==> src/rtl/hdmi_audio_pkg.sv <==
// Shared types and helpers for the HDMI audio pacer: pacer state, accumulator
// width and the stereo word packing used on the FIFO input.
package hdmi_audio_pkg;

  typedef enum logic {
    PRIME = 1'b0,
    RUN   = 1'b1
  } pacer_state_t;

  localparam int ACC_W = 32;

  function automatic logic [31:0] pack_lr(input logic [15:0] l, input logic [15:0] r);
    return {l, r};
  endfunction

endpackage

==> src/rtl/audio_fifo_sync.sv <==
// DEPTH x 32 synchronous FIFO with a separate occupancy counter; the head is
// read from registered pointers only, so a push never falls through to a pop.
module audio_fifo_sync #(
  parameter int DEPTH = 16,
  parameter int AW    = $clog2(DEPTH)
) (
  input  logic          clk,
  input  logic          nrst,
  input  logic          push,
  input  logic          pop,
  input  logic [31:0]   din,
  output logic [31:0]   dout,
  output logic [AW:0]   fill
);

  localparam logic [AW:0] FULL = (AW+1)'(DEPTH);

  logic [31:0]   mem [DEPTH];
  logic [AW-1:0] wr_ptr;
  logic [AW-1:0] rd_ptr;
  logic          do_push;
  logic          do_pop;

  assign do_push = push && (fill != FULL);
  assign do_pop  = pop && (fill != '0);
  assign dout    = mem[rd_ptr];

  always_ff @(posedge clk) begin
    if (!nrst) begin
      wr_ptr <= '0;
      rd_ptr <= '0;
      fill   <= '0;
    end else begin
      if (do_push) wr_ptr <= wr_ptr + AW'(1);
      if (do_pop)  rd_ptr <= rd_ptr + AW'(1);
      case ({do_push, do_pop})
        2'b10:   fill <= fill + (AW+1)'(1);
        2'b01:   fill <= fill - (AW+1)'(1);
        default: fill <= fill;
      endcase
    end
  end

  // Storage is intentionally left out of reset; stale entries are unreachable.
  always_ff @(posedge clk) begin
    if (do_push) mem[wr_ptr] <= din;
  end

endmodule

==> src/rtl/hdmi_audio_pacer.sv <==
// Rate-adapting audio buffer: a FIFO absorbs bursty upstream samples and a
// fractional phase accumulator releases exactly FS_HZ words per second.
module hdmi_audio_pacer
  import hdmi_audio_pkg::*;
#(
  parameter int DEPTH  = 16,
  parameter int CLK_HZ = 25200000,
  parameter int FS_HZ  = 48000,
  parameter int AW     = $clog2(DEPTH)
) (
  input  logic          clk_pixel,
  input  logic          sys_nrst,
  input  logic          in_valid,
  output logic          in_ready,
  input  logic [15:0]   in_l,
  input  logic [15:0]   in_r,
  output logic [31:0]   out_word,
  output logic          out_tick,
  output logic [AW:0]   fill,
  output logic [15:0]   underrun_cnt
);

  localparam logic [AW:0]      FULL   = (AW+1)'(DEPTH);
  localparam logic [AW:0]      HALF   = (AW+1)'(DEPTH / 2);
  localparam logic [ACC_W-1:0] CLK_C  = ACC_W'(CLK_HZ);
  localparam logic [ACC_W-1:0] FS_C   = ACC_W'(FS_HZ);

  pacer_state_t     state;
  logic [ACC_W-1:0] acc;
  logic [ACC_W:0]   acc_sum;
  logic [ACC_W-1:0] acc_wrap;
  logic             tick;
  logic             push;
  logic             pop;
  logic [31:0]      head;

  // One extra bit on the sum keeps the compare exact; the wrapped value always fits.
  assign acc_sum  = {1'b0, acc} + {1'b0, FS_C};
  assign tick     = acc_sum >= {1'b0, CLK_C};
  assign acc_wrap = acc_sum[ACC_W-1:0] - CLK_C;

  assign in_ready = (fill != FULL);
  assign push     = in_valid && in_ready;
  assign pop      = tick && (state == RUN) && (fill != '0);

  audio_fifo_sync #(
    .DEPTH (DEPTH),
    .AW    (AW)
  ) u_fifo (
    .clk  (clk_pixel),
    .nrst (sys_nrst),
    .push (push),
    .pop  (pop),
    .din  (pack_lr(in_l, in_r)),
    .dout (head),
    .fill (fill)
  );

  always_ff @(posedge clk_pixel) begin
    if (!sys_nrst) begin
      state        <= PRIME;
      acc          <= '0;
      out_word     <= '0;
      out_tick     <= 1'b0;
      underrun_cnt <= '0;
    end else begin
      acc      <= tick ? acc_wrap : acc_sum[ACC_W-1:0];
      out_tick <= tick;
      case (state)
        PRIME: begin
          if (fill >= HALF) state <= RUN;
        end
        RUN: begin
          if (tick) begin
            if (fill != '0) begin
              out_word <= head;
            end else begin
              if (underrun_cnt != 16'hFFFF) underrun_cnt <= underrun_cnt + 16'd1;
              state <= PRIME;
            end
          end
        end
        default: state <= PRIME;
      endcase
    end
  end

endmodule

==> config.mk <==
export PLATFORM = sky130hd
export DESIGN_NAME = hdmi_audio_pacer
export DESIGN_NICKNAME = d
export VERILOG_FILES = /design/src/rtl/hdmi_audio_pkg.sv /design/src/rtl/audio_fifo_sync.sv /design/src/rtl/hdmi_audio_pacer.sv
export SDC_FILE = /design/constraint.sdc
export NUM_CORES = 1
export LEC_CHECK = 0
export CAP_MARGIN = 25
export CORE_UTILIZATION = 50
export CTS_CLUSTER_SIZE = 25
export DETAILED_ROUTE_END_ITERATION = 10
export DONT_BUFFER_PORTS = 1
export GPL_TIMING_DRIVEN = 0
export HOLD_SLACK_MARGIN = 0.12
export MAX_ROUTING_LAYER = met4
export SYNTH_ARGS = -nofsm -noshare
export SYNTH_HDL_FRONTEND = slang
export SYNTH_HIERARCHICAL = 1
export SYNTH_SLANG_ARGS = --single-unit
==> constraint.sdc <==
create_clock -name clk_pixel -period 13.02 [get_ports clk_pixel]
set_clock_uncertainty 0.2 [all_clocks]
set_input_delay 3.906 -clock clk_pixel [delete_from_list [all_inputs] [get_ports clk_pixel]]
set_output_delay 3.906 -clock clk_pixel [all_outputs]
set_load 0.01 [all_outputs]
Yosys cells after proc, flatten, opt, wreduce, memory -nomap -nowiden
Memories as Yosys holds them, arrays and structs flattened. A register that Yosys moved wholly into a read port is not among the register bits.
Cells that the tools add are included.
{"block": "totals", "register_bits": 63, "in_bits": 35, "wordCells": 41, "mem_count": 1, "output_inout_bits": 55, "ramBits": 512}
{"memory": "u_fifo.mem", "words": 16, "word_bits": 32, "rd": 1, "rd_clocked_by_memory_dff": 1, "wr": 1, "line": "audio_fifo_sync.sv:18", "rtl": "logic [31:0] mem [DEPTH];"}
{"block": "classes", "addsub": 7, "mux": 8, "n_lt_le_gt_ge": 2, "n_eq_ne": 4, "n_reduce_logical": 10, "bitwise_logic": 2}
{"operator": "adder 32 x 16 -> 33 bit, second input constant", "count": 1}
{"operator": "greater-or-equal comparator 33 x 25 -> 1 bit, second input constant", "count": 1}
{"operator": "two-way mux 32 bit", "count": 1}
{"operator": "subtractor 32 x 25 -> 32 bit, second input constant", "count": 1}
{"operator": "adder 16 x 1 -> 16 bit, second input constant", "count": 1}
{"operator": "inequality test 16 bit, second input constant", "count": 1}
{"operator": "one-hot mux 5 bit (2 select lines)", "count": 1}
{"operator": "adder 4 x 1 -> 4 bit, second input constant", "count": 2}
{"operator": "adder 5 x 1 -> 5 bit, second input constant", "count": 1}
{"operator": "greater-or-equal comparator 5 x 4 -> 1 bit, second input constant", "count": 1}
{"operator": "logical AND 1 bit", "count": 5}
{"operator": "two-way mux 1 bit", "count": 5}
{"operator": "inequality test 5 bit, second input constant", "count": 1}
{"operator": "nonzero test 5 bit", "count": 1}
{"operator": "subtractor 5 x 1 -> 5 bit, second input constant", "count": 1}
{"operator": "AND reduction 4 bit", "count": 1}
{"operator": "AND reduction 3 bit", "count": 1}
{"operator": "== test 2 x 1 -> 1 bit, second input constant", "count": 1}
{"operator": "== test 2 bit, second input constant", "count": 1}
{"operator": "inverter 1 bit", "count": 2}
{"operator": "one-hot mux 1 bit (2 select lines)", "count": 1}
{"operator": "nonzero test 2 bit", "count": 1}
{"operator": "logical NOT 1 bit", "count": 1}

Depth between registers and ports, before layout
{"block": "logic_depth", "ltp_word": 7, "ltp_mapped": 23, "ltp_nobuf": 19}

Cells and area by module
Netlist, hierarchy kept.
{"mod": "audio_fifo_sync", "cells_per_inst": 912, "seq_area_each_um2": 15715.1, "area_each_um2": 20175.6, "n_inst": 1}
{"mod": "hdmi_audio_pacer", "cells_per_inst": 519, "seq_area_each_um2": 1501.4, "area_each_um2": 4534.3, "n_inst": 1}

Least setup slack after synthesis
Ideal clock, no wire load.
{"block": "synth_timing", "path_kind": "input -> register", "startpoint": "in in_valid", "endpoint": "mem u_fifo.mem[0][0], enable pin", "setup_slack_ns": 5.708, "t_required_ns": 12.359, "arrival_time_ns": 6.651, "setup_ns": 0.461, "n_path_buf": 1, "stages": 5, "cell_sequence": "and2_1 -> o21a_1 -> buf_6 -> nand2_1 -> nor3_1"}
{"block": "synth_via", "elab_chain_len": 4}
{"item": "from (decl)", "line": "hdmi_audio_pacer.sv:13", "rtl": "input logic in_valid,"}
{"item": "logical AND 1 bit", "line": "hdmi_audio_pacer.sv:43", "rtl": "assign push = in_valid && in_ready;"}
{"item": "logical AND 1 bit", "line": "audio_fifo_sync.sv:24", "rtl": "assign do_push = push && (fill != FULL);"}
{"item": "two-way mux 1 bit", "line": "audio_fifo_sync.sv:46", "rtl": "if (do_push) mem[wr_ptr] <= din;"}
{"item": "two-way mux 1 bit (not written as such)", "line": "audio_fifo_sync.sv:46"}
{"item": "to (decl)", "line": "audio_fifo_sync.sv:18"}
Every way passes these cells.

Final worst setup path
{"block": "layout_timing", "startpoint": "reg acc[7]", "endpoint": "reg u_fifo.fill[4]"}
{"block": "layout_via", "elab_chain_len": 7, "elab_cells_between_ends": 9, "cone_classes": "add/sub: 1; order compare: 1; eq/ne: 2; mux: 1; reduce/logical: 4"}
{"item": "from (decl)", "line": "hdmi_audio_pacer.sv:29", "rtl": "logic [ACC_W-1:0] acc;"}
{"item": "from (signal assigned)", "line": "hdmi_audio_pacer.sv:67", "rtl": "acc <= tick ? acc_wrap : acc_sum[ACC_W-1:0];"}
{"item": "adder 32 x 16 -> 33 bit (*)", "line": "hdmi_audio_pacer.sv:38", "rtl": "assign acc_sum = {1'b0, acc} + {1'b0, FS_C};"}
{"item": "greater-or-equal comparator 33 x 25 -> 1 bit (*)", "line": "hdmi_audio_pacer.sv:39", "rtl": "assign tick = acc_sum >= {1'b0, CLK_C};"}
{"item": "logical AND 1 bit (*) (2 in series)", "line": "hdmi_audio_pacer.sv:44", "rtl": "assign pop = tick && (state == RUN) && (fill != '0);"}
{"item": "net pop", "line": "hdmi_audio_pacer.sv:34", "rtl": "logic pop;"}
{"item": "logical AND 1 bit (*)", "line": "audio_fifo_sync.sv:25", "rtl": "assign do_pop = pop && (fill != '0);"}
{"item": "net u_fifo.do_pop", "line": "audio_fifo_sync.sv:22", "rtl": "logic do_pop;"}
{"item": "== test 2 x 1 -> 1 bit or == test 2 bit (tied branches)", "line": "audio_fifo_sync.sv:36", "rtl": "case ({do_push, do_pop})"}
{"item": "one-hot mux 5 bit (2 select lines) or nonzero test 2 bit (tied branches)"}
{"item": "to (signal assigned)", "line": "audio_fifo_sync.sv:37", "rtl": "2'b10: fill <= fill + (AW+1)'(1);"}
{"item": "to (signal assigned)", "line": "audio_fifo_sync.sv:38", "rtl": "2'b01: fill <= fill - (AW+1)'(1);"}
{"item": "to (signal assigned)", "line": "audio_fifo_sync.sv:39", "rtl": "default: fill <= fill;"}
{"item": "to (decl)", "line": "audio_fifo_sync.sv:13", "rtl": "output logic [AW:0] fill"}
Mark *: on every way through the listed nets, which the timed path passes. The rest lies on a longest branch.
A chain may end at the register's enable or synchronous reset.

==> results.cfg <==
[detailed_routing]
detail_route.vias_per_cell = 5.952
dr_total_vias = 13357
final_antenna_net_count = 0
route.detailed.drc = 0
drt_first_pass_iters = 5
avgRoutedWirePerCell_um = 25.41
drc_violation_total_after_the_first_tritonroute_iteration = 1323
wl_um = 57030

[timing]
tightest_slew_ps = 996.7
unrepaired_setup_endpoints_after_global_routing = false
slew_headroom_pct = 33.19
final_period_minus_worst_setup_slack_ps = 6176
fin_tns_setup_ps = 0
layout_worst_path_cycle_share_pct = 47.44
final_max_slew_viol_count = 0
fin_hold_ws_ps = 302.2
achievable-frequency_ghz = 0.1619
setup_viol = 0
final-hold-violation-count = 0

[status]
status = completed

[synth]
synthMostInstantiatedCell = sky130_fd_sc_hd__edfxtp_1
yosys.area.top_type = sky130_fd_sc_hd__edfxtp_1
post_synth.cell_area_avg_um2 = 17.27
yosys_most_used_dff = sky130_fd_sc_hd__edfxtp_1
async_reset_ff_share_pct = 0
synth.yosys.warnings = 6
commonest_cells_in_the_netlist = 512 x sky130_fd_sc_hd__edfxtp_1, 128 x sky130_fd_sc_hd__mux4_2, 92 x sky130_fd_sc_hd__dfxtp_1
synth_area_leaders = sky130_fd_sc_hd__edfxtp_1 62%, sky130_fd_sc_hd__mux4_2 12%, sky130_fd_sc_hd__dfxtp_1 7.5%
ys_ff_latch = 604
syn_area_um2 = 24710
synthDistinctLibCells = 81
synth_nets = 1477
synthCells = 1431
synth_edf_count = 512
yosys.area.top_type_share_pct = 62.22
synth.yosys.seq_area_share_pct = 69.67

[pwr]
clockPowerShare_pct = 39.0
leakage_uw = 0.009341
power_density_nw_per_um2 = 160.7
power.sequential.fraction_pct = 48.4
netSwitchingFraction_pct = 24.98
ir_worst_vdd_mv = 0.1110
internal-power_uw = 3398
pwr-share-comb_pct = 12.6
p_switching_uw = 1131

[setup_path]
regToRegEndpoint = u_fifo/fill[4]$_SDFFE_PN0P_
crit_end_element = flip-flop
path_cells = clkbuf_1, inv_1, ha_1, nor2b_1, buf_6, a211o_1, a221o_1, a311oi_4, a211oi_4, o211ai_2, o211ai_2, buf_6, inv_1, o21ai_4, inv_1, ha_1, clkbuf_1, xor2_1, ha_1, nand2_1, o21ai_0, or3_1, nand4_1
slowest_stage = sky130_fd_sc_hd__o211ai_2
flop2flop_setup_slack_ps = 6840
worst_r2r_path_depth = 23
slowest_delay_ps = 540
critical_path_arrival_ps = 6440
r2r-start = acc[7]$_SDFFE_PN0P_
cp_data_required_time_ps = 13290
crit_type = reg -> reg
timing.critical_path.fanout_max = 10
start_kind = flip-flop

[grt]
grt_max_degree = 20
global_route_wire_length_before_repair_um = 86200
grt_util_all_layers_pct = 24.07
first_global_vias = 13655
global_route.overflow_total = 0
grt_antenna_before_repair = 0

[clock_network]
cts_tree = done
cts_root_buf = sky130_fd_sc_hd__clkbuf_16
clock_latency_ps = 590
cts-resized-gates = 0
postCtsHoldBufs = 0
tritoncts_num_sinks = 604
cts.reportedPaths.clkPinSlew_ps = 60
cts.path.max_buffers = 3
ctsHtreeMaxLevel = 3
tritoncts.num_buffers = 67
cts.repair_timing.setup_buffer_count = 0

[placed_design]
placed_cells_incl_taps = 2124
dp_hpwl_um = 37690
port-buffer-count = 0
gp_congestion = 0.8858

[finish]
antennaDiodeCount = 0
layout-area-overhead-vs-synth_pct = 14.06
layout.filler_cells = 3742
final_net_count = 1575
layout-drive-gt1-share_pct = 20.00
finalNonFillerCells = 2244

[floorplanning]
die_w_um = 224.3
initial_core_util_pct = 50.58
rows = 81
top_level_ports = 90
design.die.area_um2 = 50310
fp.coreArea_um2 = 48850
die_h_um = 224.3

[hold_path]
hold_path_end = acc[28]$_SDFF_PN0_
hold_depth = 2
worst_hold_path_type = reg -> reg
launch_instance_of_the_worst_min_delay_path = acc[28]$_SDFF_PN0_

[job]
cap_violations = 0
## worst max-delay path by stage
stage	from	end	slack [ps]	cells past startpoint
final	acc[7]$_SDFFE_PN0P_	u_fifo/fill[4]$_SDFFE_PN0P_	6840	23
after global routing	acc[7]$_SDFFE_PN0P_	u_fifo/fill[4]$_SDFFE_PN0P_	6360	23
after CTS	acc[7]$_SDFFE_PN0P_	u_fifo/fill[4]$_SDFFE_PN0P_	6810	23
after detailed placement	in_valid	u_fifo/mem[1][16]$_DFFE_PP_	6580	8
after global placement	in_valid	u_fifo/mem[2][16]$_DFFE_PP_	2650	5
after floorplan	in_valid	u_fifo/mem[0][0]$_DFFE_PP_	5710	5
## routing by layer
metal / track usage [%] / up-vias / part of all wire [%]
li1: - / 5938 / -
met1: 31.14 / 6936 / 42
met2: 39.42 / 395 / 51
met3: 4.272 / 88 / 5.5
met4: 6.715 / 0 / 2.2
met5: - / - / 0
## per-stage QoR
stage          setup WS [ps]  power (uW)  area, um2  utilization (%)
2_1_floorplan           5708        2651      24710                -
6_report                6844        4529      28180            57.70
4_1_cts                 6812        4557      28180            57.70
3_3_place_gp            2649        2789      25540            52.28
3_5_place_dp            6581        2796      26130            53.49
5_1_grt                 6356        4687      28180            57.70
## critical path: cells and delay by family, from the launching register on
family | cells | cell delay, ps
flip-flops | 1 | 440
XOR/XNOR | 1 | 190
AO/OA/AOI/OAI | 8 | 2650
adder cells (fa/ha/maj) | 3 | 630
AND/OR/NAND/NOR | 4 | 450
buffers and inverters | 7 | 1500
## logic make-up after synthesis
kind of cell | count (synthesis) | share of synthesized area, %
and+or+nand+nor | 324 | 7.276
muxes | 174 | 13.53
DFF | 604 | 69.67
AOI/OAI and AO/OA | 181 | 5.732
xor gates and xnor gates | 37 | 1.311
buffers and inverters | 100 | 1.919
adders and majority gates | 11 | 0.5570
## power by group through the flow
stage | Clock, uW | Sequential [uW] | Combinational [uW]
detailed placement | 0 | 2230 | 564
global route | 1870 | 2200 | 620
global placement | 0 | 2240 | 554
finish | 1770 | 2190 | 570
CTS | 1800 | 2190 | 567
floorplan | 0 | 2220 | 430
## state kept, by name, indices dropped and copies added, names as in the netlist, named ones only
signal         cells
acc               25
state              1
u_fifo/fill        5
out_tick           1
u_fifo/rd_ptr      4
u_fifo/mem       512
out_word          32
u_fifo/wr_ptr      4
underrun_cnt      16
## area by class of cell
cell class	count	area, um2	share of cell area [%]
Clock buffer	90	1846	6.548
Tap cell	664	830.8	2.948
Multi-Input combinational cell	727	7129	25.30
Clock inverter	30	210.2	0.7458
Sequential cell	604	17220	61.08
Buffer	84	414.1	1.469
Timing Repair Buffer	29	478.0	1.696
Inverter	16	60.06	0.2131
## placed cells by master, fill, tap and decap left out, drive strengths merged, types with 21 or more instances in the layout
| cell | n |
|---|---|
| nand2 | 72 |
| dfxtp | 92 |
| nor2 | 41 |
| nor3 | 24 |
| clkinv | 25 |
| buf | 63 |
| xnor2 | 23 |
| edfxtp | 512 |
| a22oi | 64 |
| mux2i | 46 |
| clkbuf | 140 |
| o21ai | 21 |
| and2 | 29 |
| mux4 | 128 |
| nor2b | 47 |
Power figures use the tool's default switching activity.
